===== config.mk =====
export PLATFORM = sky130hd
export DESIGN_NAME = conv1_requant_relu_maxpool
export DESIGN_NICKNAME = d
export VERILOG_FILES = /design/src/rtl/conv1_requant_relu_maxpool.sv
export SDC_FILE = /design/constraint.sdc
export NUM_CORES = 2
export LEC_CHECK = 0
export CAP_MARGIN = 30
export CORE_MARGIN = 8
export CORE_UTILIZATION = 59
export DETAILED_ROUTE_END_ITERATION = 10
export MAX_ROUTING_LAYER = met4
export PLACE_DENSITY = 0.88
export SLEW_MARGIN = 20
export SYNTH_ARGS = -nofsm -noshare
export SYNTH_HDL_FRONTEND = slang
export SYNTH_SLANG_ARGS = --single-unit

===== constraint.sdc =====
create_clock -name clk -period 15.5 [get_ports clk]
set_input_delay 3.1 -clock clk [delete_from_list [all_inputs] [get_ports clk]]
set_output_delay 3.1 -clock clk [all_outputs]
set_load 0.01 [all_outputs]

===== src/rtl/conv1_requant_relu_maxpool.sv =====
// conv1 stem post-processing: requantize (shift, ReLU, saturate) then 3x3/s2/p1 max-pool.
// Define CONV1_REQUANT_ROUND_EN for round-half-up requant; default build floors.
module conv1_requant_relu_maxpool #(
  parameter int DATA_W_P  = 8,
  parameter int ACC_W_P   = 32,
  parameter int C_P       = 64,
  parameter int H_P       = 56,
  parameter int W_P       = 56,
  parameter int SHIFT_W_P = 5
) (
  input  logic                 clk,
  input  logic                 rst_n,
  input  logic                 start,
  input  logic [SHIFT_W_P-1:0] shift_i,
  input  logic                 in_valid,
  output logic                 in_ready,
  input  logic [ACC_W_P-1:0]   in_data,
  output logic                 out_valid,
  input  logic                 out_ready,
  output logic [DATA_W_P-1:0]  out_data,
  output logic                 busy,
  output logic                 done
);
  localparam int OWN = W_P / 2;
  localparam int CW  = (C_P > 1) ? $clog2(C_P) : 1;
  localparam int HW  = (H_P > 1) ? $clog2(H_P) : 1;
  localparam int WW  = (W_P > 1) ? $clog2(W_P) : 1;
  localparam int OWW = (OWN > 1) ? $clog2(OWN) : 1;
  localparam logic signed [ACC_W_P:0] QMAX = (ACC_W_P+1)'(2**(DATA_W_P-1) - 1);

  typedef logic [DATA_W_P-1:0] elem_t;

  logic                 busy_q, busy_d;
  logic                 in_done_q, in_done_d;
  logic                 fin_pend_q, fin_pend_d;
  logic                 done_q, done_d;
  logic [SHIFT_W_P-1:0] shift_q, shift_d;
  logic [CW-1:0]        c_q, c_d;
  logic [HW-1:0]        h_q, h_d;
  logic [WW-1:0]        w_q, w_d;
  elem_t                carry_q, carry_d;
  elem_t                hacc_q, hacc_d;
  logic [OWN-1:0][DATA_W_P-1:0] prev_q, prev_d;
  logic [OWN-1:0][DATA_W_P-1:0] cur_q, cur_d;
  logic                 out_valid_q, out_valid_d;
  elem_t                out_data_q, out_data_d;

  logic signed [ACC_W_P:0] acc_x, sum, q;
  logic [ACC_W_P:0]        rnd;
  elem_t                   r, hl, hm, pooled;
  logic [OWW-1:0]          ow;
  logic                    accept, out_fire;

  function automatic elem_t mx(input elem_t a, input elem_t b);
    return (a > b) ? a : b;
  endfunction

  assign in_ready  = busy_q && !in_done_q && (!out_valid_q || out_ready);
  assign accept    = in_valid && in_ready;
  assign out_fire  = out_valid_q && out_ready;
  assign out_valid = out_valid_q;
  assign out_data  = out_data_q;
  assign busy      = busy_q;
  assign done      = done_q;

  // Requant in ACC_W_P+1 bits so the rounding add can never overflow.
  always_comb begin
    acc_x = {in_data[ACC_W_P-1], in_data};
`ifdef CONV1_REQUANT_ROUND_EN
    rnd = ((ACC_W_P+1)'(1) << shift_q) >> 1;
`else
    rnd = '0;
`endif
    sum = acc_x + $signed(rnd);
    q   = sum >>> shift_q;
    if (q[ACC_W_P])  r = '0;
    else if (q > QMAX) r = QMAX[DATA_W_P-1:0];
    else             r = q[DATA_W_P-1:0];
  end

  // Left pad column and pad rows read as 0, exact since r >= 0.
  always_comb begin
    ow     = OWW'(w_q >> 1);
    hl     = (w_q == '0) ? '0 : carry_q;
    hm     = mx(hacc_q, r);
    pooled = mx(mx(prev_q[ow], cur_q[ow]), hm);
  end

  always_comb begin
    busy_d      = busy_q;
    in_done_d   = in_done_q;
    fin_pend_d  = fin_pend_q;
    done_d      = 1'b0;
    shift_d     = shift_q;
    c_d         = c_q;
    h_d         = h_q;
    w_d         = w_q;
    carry_d     = carry_q;
    hacc_d      = hacc_q;
    prev_d      = prev_q;
    cur_d       = cur_q;
    out_valid_d = out_valid_q;
    out_data_d  = out_data_q;

    if (!busy_q) begin
      if (start) begin
        busy_d     = 1'b1;
        in_done_d  = 1'b0;
        fin_pend_d = 1'b0;
        shift_d    = shift_i;
        c_d        = '0;
        h_d        = '0;
        w_d        = '0;
        carry_d    = '0;
        hacc_d     = '0;
        prev_d     = '0;
        cur_d      = '0;
      end
    end else begin
      if (out_fire) begin
        out_valid_d = 1'b0;
        if (fin_pend_q) begin
          fin_pend_d = 1'b0;
          busy_d     = 1'b0;
          done_d     = 1'b1;
        end
      end
      if (accept) begin
        if (!w_q[0]) begin
          hacc_d = mx(hl, r);
        end else begin
          carry_d = r;
          // Odd-row maxima become the top tap row of the next output row.
          if (!h_q[0]) cur_d[ow]  = hm;
          else         prev_d[ow] = hm;
          if (h_q[0]) begin
            out_valid_d = 1'b1;
            out_data_d  = pooled;
          end
        end
        if (w_q == WW'(W_P-1)) begin
          w_d = '0;
          if (h_q == HW'(H_P-1)) begin
            h_d    = '0;
            prev_d = '0;
            cur_d  = '0;
            if (c_q == CW'(C_P-1)) begin
              in_done_d  = 1'b1;
              fin_pend_d = 1'b1;
            end else begin
              c_d = c_q + CW'(1);
            end
          end else begin
            h_d = h_q + HW'(1);
          end
        end else begin
          w_d = w_q + WW'(1);
        end
      end
    end
  end

  always_ff @(posedge clk or negedge rst_n) begin
    if (!rst_n) begin
      busy_q      <= 1'b0;
      in_done_q   <= 1'b0;
      fin_pend_q  <= 1'b0;
      done_q      <= 1'b0;
      shift_q     <= '0;
      c_q         <= '0;
      h_q         <= '0;
      w_q         <= '0;
      carry_q     <= '0;
      hacc_q      <= '0;
      prev_q      <= '0;
      cur_q       <= '0;
      out_valid_q <= 1'b0;
      out_data_q  <= '0;
    end else begin
      busy_q      <= busy_d;
      in_done_q   <= in_done_d;
      fin_pend_q  <= fin_pend_d;
      done_q      <= done_d;
      shift_q     <= shift_d;
      c_q         <= c_d;
      h_q         <= h_d;
      w_q         <= w_d;
      carry_q     <= carry_d;
      hacc_q      <= hacc_d;
      prev_q      <= prev_d;
      cur_q       <= cur_d;
      out_valid_q <= out_valid_d;
      out_data_q  <= out_data_d;
    end
  end
endmodule

## Yosys cells after proc, flatten, opt, wreduce, memory -nomap -nowiden

Cells that the tools add are included.

| storage, ports and cells | value |
|---|---|
| memories kept | 0 |
| latch bits | 0 |
| memory bits (writable) | 0 |
| bits in registers | 500 |
| output and inout port bits | 12 |
| memory bits (read-only) | 0 |
| input bits | 42 |

| operators by class | value |
|---|---|
| equal/unequal tests | 10 |
| add/subtract/negate cells | 3 |
| mux-type cells | 71 |
| shift-type cells | 1 |
| bitwise operators | 1 |
| $mul | 0 |
| magnitude comparators | 7 |
| divide/modulo/power cells | 0 |
| reduce and logical (&&, ||, !) cells | 18 |

Operators with widths:

| operator | count |
|---|---|
| two-way mux 224 bit | 13 |
| bitwise mux 224 bit | 2 |
| two-way mux 8 bit | 17 |
| binary-select mux 8 bit (select 5 bit) | 2 |
| two-way mux 6 bit | 13 |
| demux 8 bit (select 5 bit) | 1 |
| greater-than comparator 33 x 8 -> 1 bit, second input constant | 1 |
| >>> shifter 32 x 5 -> 33 bit | 1 |
| greater-than comparator 8 bit | 4 |
| two-way mux 1 bit | 23 |
| adder 6 x 1 -> 6 bit, second input constant | 3 |
| equality test 6 bit, second input constant | 3 |
| inequality test 2 x 1 -> 1 bit, second input constant | 5 |
| AND reduction 5 bit | 2 |
| AND reduction 3 bit | 3 |
| logical NOT 6 bit | 1 |
| less-than comparator 5 x 6 -> 1 bit, second input constant | 1 |
| greater-or-equal comparator 5 x 1 -> 1 bit, second input constant | 1 |
| logical AND 1 bit | 5 |
| inequality test 2 bit, second input constant | 2 |
| AND reduction 2 bit | 2 |
| AND reduction 4 bit | 1 |
| logical NOT 1 bit | 2 |
| nonzero test 2 bit | 1 |
| other kinds (2) | 2 |

## Longest topological paths before layout

| depth | value |
|---|---|
| word-level depth | 13 |
| gate-level depth with buffers | 32 |
| mapped depth without buffers | 25 |

## Worst setup path after synthesis

No wires, ideal clock.

| timing path | value |
|---|---|
| path kind | input-to-reg |
| start | input in_data[28] |
| end | register out_data_q[7] (netlist: out_data[7]) |
| cell stages on the path | 24 |
| setup time | 0.128 ns |
| arrival | 8.842 ns |
| path slack | 6.531 ns |
| path through | mux4_2 > mux2_2 > a2111oi_2 > a31oi_1 > a2111oi_4 > nand4_1 > o31a_1 > o21ai_0 > ha_1 > and3_1 > nand4_1 > o21ai_0 > a21oi_1 > nor2_1 > a22o_1 > clkbuf_1 > clkbuf_1 > ha_1 > or3_1 > o32a_1 > o2111a_1 > or3b_4 > a211o_1 > mux2_1 |

| between the ends | value |
|---|---|
| cells in the longest elaborated chain, start to end | 8 |

RTL lines:

| item | RTL line | text |
|---|---|---|
| start, declared | 17 | `input logic [ACC_W_P-1:0] in_data,` |
| >>> shifter 32 x 5 -> 33 bit * | 75 | `q = sum >>> shift_q;` |
| greater-than comparator 33 x 8 -> 1 bit | 77 | `else if (q > QMAX) r = QMAX[DATA_W_P-1:0];` |
| two-way mux 8 bit | 77 |  |
| two-way mux 8 bit * | 76 | `if (q[ACC_W_P]) r = '0;` |
| greater-than comparator 8 bit | 55 | `return (a > b) ? a : b;` |
| two-way mux 8 bit * | 55 |  |
| greater-than comparator 8 bit | 55 |  |
| two-way mux 8 bit * | 55 |  |
| end signal, assigned | 193 | `out_data_q <= out_data_d;` |
| end, declared | 46 | `elem_t out_data_q, out_data_d;` |

Every way passes the cells marked *; elsewhere a longest branch is shown, timed or not.
A chain may end at the register's enable or synchronous reset.

## Final worst setup path

| timing path | value |
|---|---|
| start | input in_data[18] |
| end | register out_data_q[7] (netlist: out_data[7]) |

Same word-level chain as after synthesis.

==> impl_metrics.json <==
{
  "status": "completed",
  "cp_max_fo": 60,
  "grt_pass1_wl_um": 121000,
  "internal-power_w": 0.00270,
  "ctsResizeCount": 0,
  "skew_ns": 0.0262,
  "io_pins": 54,
  "startpoint_type": "input port",
  "tightest_slew_ns": 1.05,
  "utilization_pct": 66.0,
  "max_cap_violations": 0,
  "synth-compound-area-share_pct": 23.4,
  "highest_layer": "met4",
  "period_share_pct": 68.4,
  "p_sw_w": 0.00166,
  "hp-class": "reg2reg",
  "relSlewSlack_pct": 29.5,
  "antenna_found_initial": 1,
  "synth_async_sr_flop_share_pct": 100,
  "synth_seq_cells": 500,
  "synth_cells": 2204,
  "synth_adder_area_share_pct": 1.67,
  "portBuffers": 53,
  "cts_tree": "done",
  "routed-wl-met3_um": 8710,
  "syn_avg_cell_area_um2": 11.5,
  "viasPerCell": 7.59,
  "criticalPathCategory": "in2reg",
  "yosys_warnings": 0,
  "final_cell_mix": "dfrtp_1 (496), a22o_1 (365), nand2_1 (160)",
  "peakVddDrop_mv": 0.114,
  "area_growth_pct": 11.1,
  "endpoint_kind": "flip-flop",
  "power_frac_comb_pct": 37.7,
  "first_global_vias": 21055,
  "hold_viol": 0,
  "rsz0062_at_grt": "false",
  "cp_data_arrival_time_ns": 11.07,
  "worstPathRequired_ns": 15.97,
  "fp.coreArea_um2": 42800,
  "grt_max_degree": 129,
  "wl_met2_um": 35200,
  "nNetsFinal": 2257,
  "avgRoutedWirePerCell_um": 27.8,
  "slew_violations": 0,
  "fin_setup_tns_ns": 0,
  "cts_setup_buffers": 0,
  "clk_latency_ns": 0.59,
  "dp_hpwl_um": 48100,
  "clockBufferDepth": 3,
  "vias": 20961,
  "grtUsageTotal_pct": 31.2,
  "swShare_pct": 38.1,
  "synth_edf_count": 0,
  "drc_errors": 0,
  "cts_sinks": 500,
  "clk_pin_slew_ns": 0.06,
  "synth_top_family_by_area": "compound AO/OA/AOI/OAI gates",
  "firstDrtPassIters": 6,
  "gr-total-overflow": 0,
  "finalSetupViolCount": 0,
  "synth_mux_area_share_pct": 13.5,
  "place_congestion": 0.945,
  "drive_gt1_share_pct": 13.0,
  "die-area_um2": 50000,
  "final_common_cell": "dfrtp_1",
  "wl_met1_um": 28700,
  "synth-xor-area-share_pct": 0.310,
  "fp.dieH_um": 224,
  "drt_iter0_markers": 3213,
  "seq_area_frac_synth_pct": 49.2,
  "finalWirelength_um": 76700,
  "final_antenna_net_count": 0,
  "syn_area_um2": 25400,
  "clkPwrFrac_pct": 28.3,
  "rows": 76,
  "synthSimpleGateAreaFrac_pct": 8.53,
  "ys_types": 73,
  "power_density_nw_per_um2": 154,
  "die_w_um": 224,
  "n_fill_cell": 2962,
  "seqPwrFrac_pct": 34.1,
  "p_leak_nw": 12.5,
  "cts-root-buf": "clkbuf_16",
  "fin_crit_ns": 10.60,
  "holdBufCountCts": 0,
  "numCtsBuffers": 48,
  "ys.flop_type": "dfrtp_1",
  "htree_num_levels": 2,
  "fmax_mhz": 94.4,
  "initial_core_util_pct": 59.4
}
## area by class of cell
| class | count | area, µm² | share of cell area (%) |
|---|---|---|---|
| Clock buffer | 70 | 1440 | 5.08 |
| Antenna cell | 1 | 2.50 | 0.00886 |
| Sequential cell | 500 | 12500 | 44.3 |
| Multi-Input combinational cell | 1488 | 12100 | 43.0 |
| Timing Repair Buffer | 96 | 1070 | 3.80 |
| Tap cell | 546 | 683 | 2.42 |
| Clock inverter | 15 | 213 | 0.753 |
| Inverter | 47 | 176 | 0.625 |
## cell usage after synthesis (27+ instances only)
library cell  number  area, µm²
nand2_1          162        608
dfrtp_1          500      12500
a32o_1            52        521
o22ai_1           27        169
a21oi_1           45        225
a22o_1           367       3210
mux4_2           117       2640
nor2_1           134        503
mux2i_1           58        581
clkbuf_1         128        480
o21ai_1           61        305
ha_1              34        425
nor3_1            63        315
inv_1             42        158
nand3_1           43        215
o21ai_0           85        425
## cell families (layout without fill, tap and decap cells)
| group | Yosys count | in the layout |
|---|---|---|
| buf+inv | 217 | 228 |
| other cells | 1 | 3 |
| fa+ha+maj | 34 | 34 |
| flops | 500 | 500 |
| xor+xnor | 9 | 9 |
| mux | 195 | 195 |
| simple gates | 483 | 483 |
| compound gates | 765 | 765 |
## metal layers
metal	vias up	track usage [%]
li1	8523	-
met5	-	-
met2	1640	46.7
met3	337	7.01
met4	0	15.3
met1	10461	40.2
## worst max-delay path, stage by stage
cell             delay (ns)
clkdlybuf4s50_1        0.56
mux4_2                 0.53
mux2_2                 0.31
a2111oi_2              0.30
a31oi_1                0.13
a2111oi_4              0.42
nand4_1                0.20
o31a_1                 0.33
o21ai_0                0.42
ha_1                   0.33
and3_1                 0.19
o21ai_0                0.32
a21oi_4                0.04
buf_4                  0.38
or2_2                  0.48
o21ai_4                0.14
buf_4                  0.58
clkinv_1               0.50
ha_1                   0.43
a21oi_1                0.08
or3b_4                 0.45
a211o_1                0.41
mux2_1                 0.34
## state kept, by name, summed over array words and instances (netlist names)
| name | flops |
|---|---|
| busy | 1 |
| c_q | 6 |
| carry_q | 8 |
| cur_q | 224 |
| done | 1 |
| fin_pend_q | 1 |
| h_q | 6 |
| hacc_q | 8 |
| in_done_q | 1 |
| out_data | 8 |
| out_valid | 1 |
| prev_q | 224 |
| shift_q | 5 |
| w_q | 6 |
## worst paths after layout
path,depth (start not counted),endpoint,startpoint,slack [ns]
setup / recovery,23,out_data[7],in_data[18],4.90
setup reg to reg,23,out_data[7],shift_q[1],6.94
max in group asynchronous,5,prev_q[145],rst_n,10.99
hold reg to reg,2,cur_q[71],cur_q[71],0.48
min in group asynchronous,1,prev_q[89],rst_n,2.64
hold / removal,2,cur_q[71],cur_q[71],0.48
## power groups by stage
stage / logic, W / clock network (W) / registers, W
2_1_floorplan: 0.00111 / 0 / 0.00145
3_3_place_gp: 0.00150 / 0 / 0.00150
3_5_place_dp: 0.00154 / 0 / 0.00150
4_1_cts: 0.00156 / 0.00123 / 0.00148
5_1_grt: 0.00174 / 0.00129 / 0.00149
6_report: 0.00164 / 0.00123 / 0.00149
## metrics by stage
stage / total power (W) / worst slack [ns] / hold slack [ns] / cell area (µm²) / instances
floorplan: 0.00256 / 6.53 / 0.445 / 25400 / 2205
global placement: 0.00300 / 4.40 / 0.457 / 26300 / 2663
detailed placement: 0.00305 / 4.50 / 0.471 / 26400 / 2667
CTS: 0.00428 / 5.08 / 0.484 / 28000 / 2752
global route: 0.00452 / 4.60 / 0.502 / 28200 / 2763
finish: 0.00436 / 4.90 / 0.483 / 28200 / 2763
No activity file was read; power rests on OpenSTA's default activity.
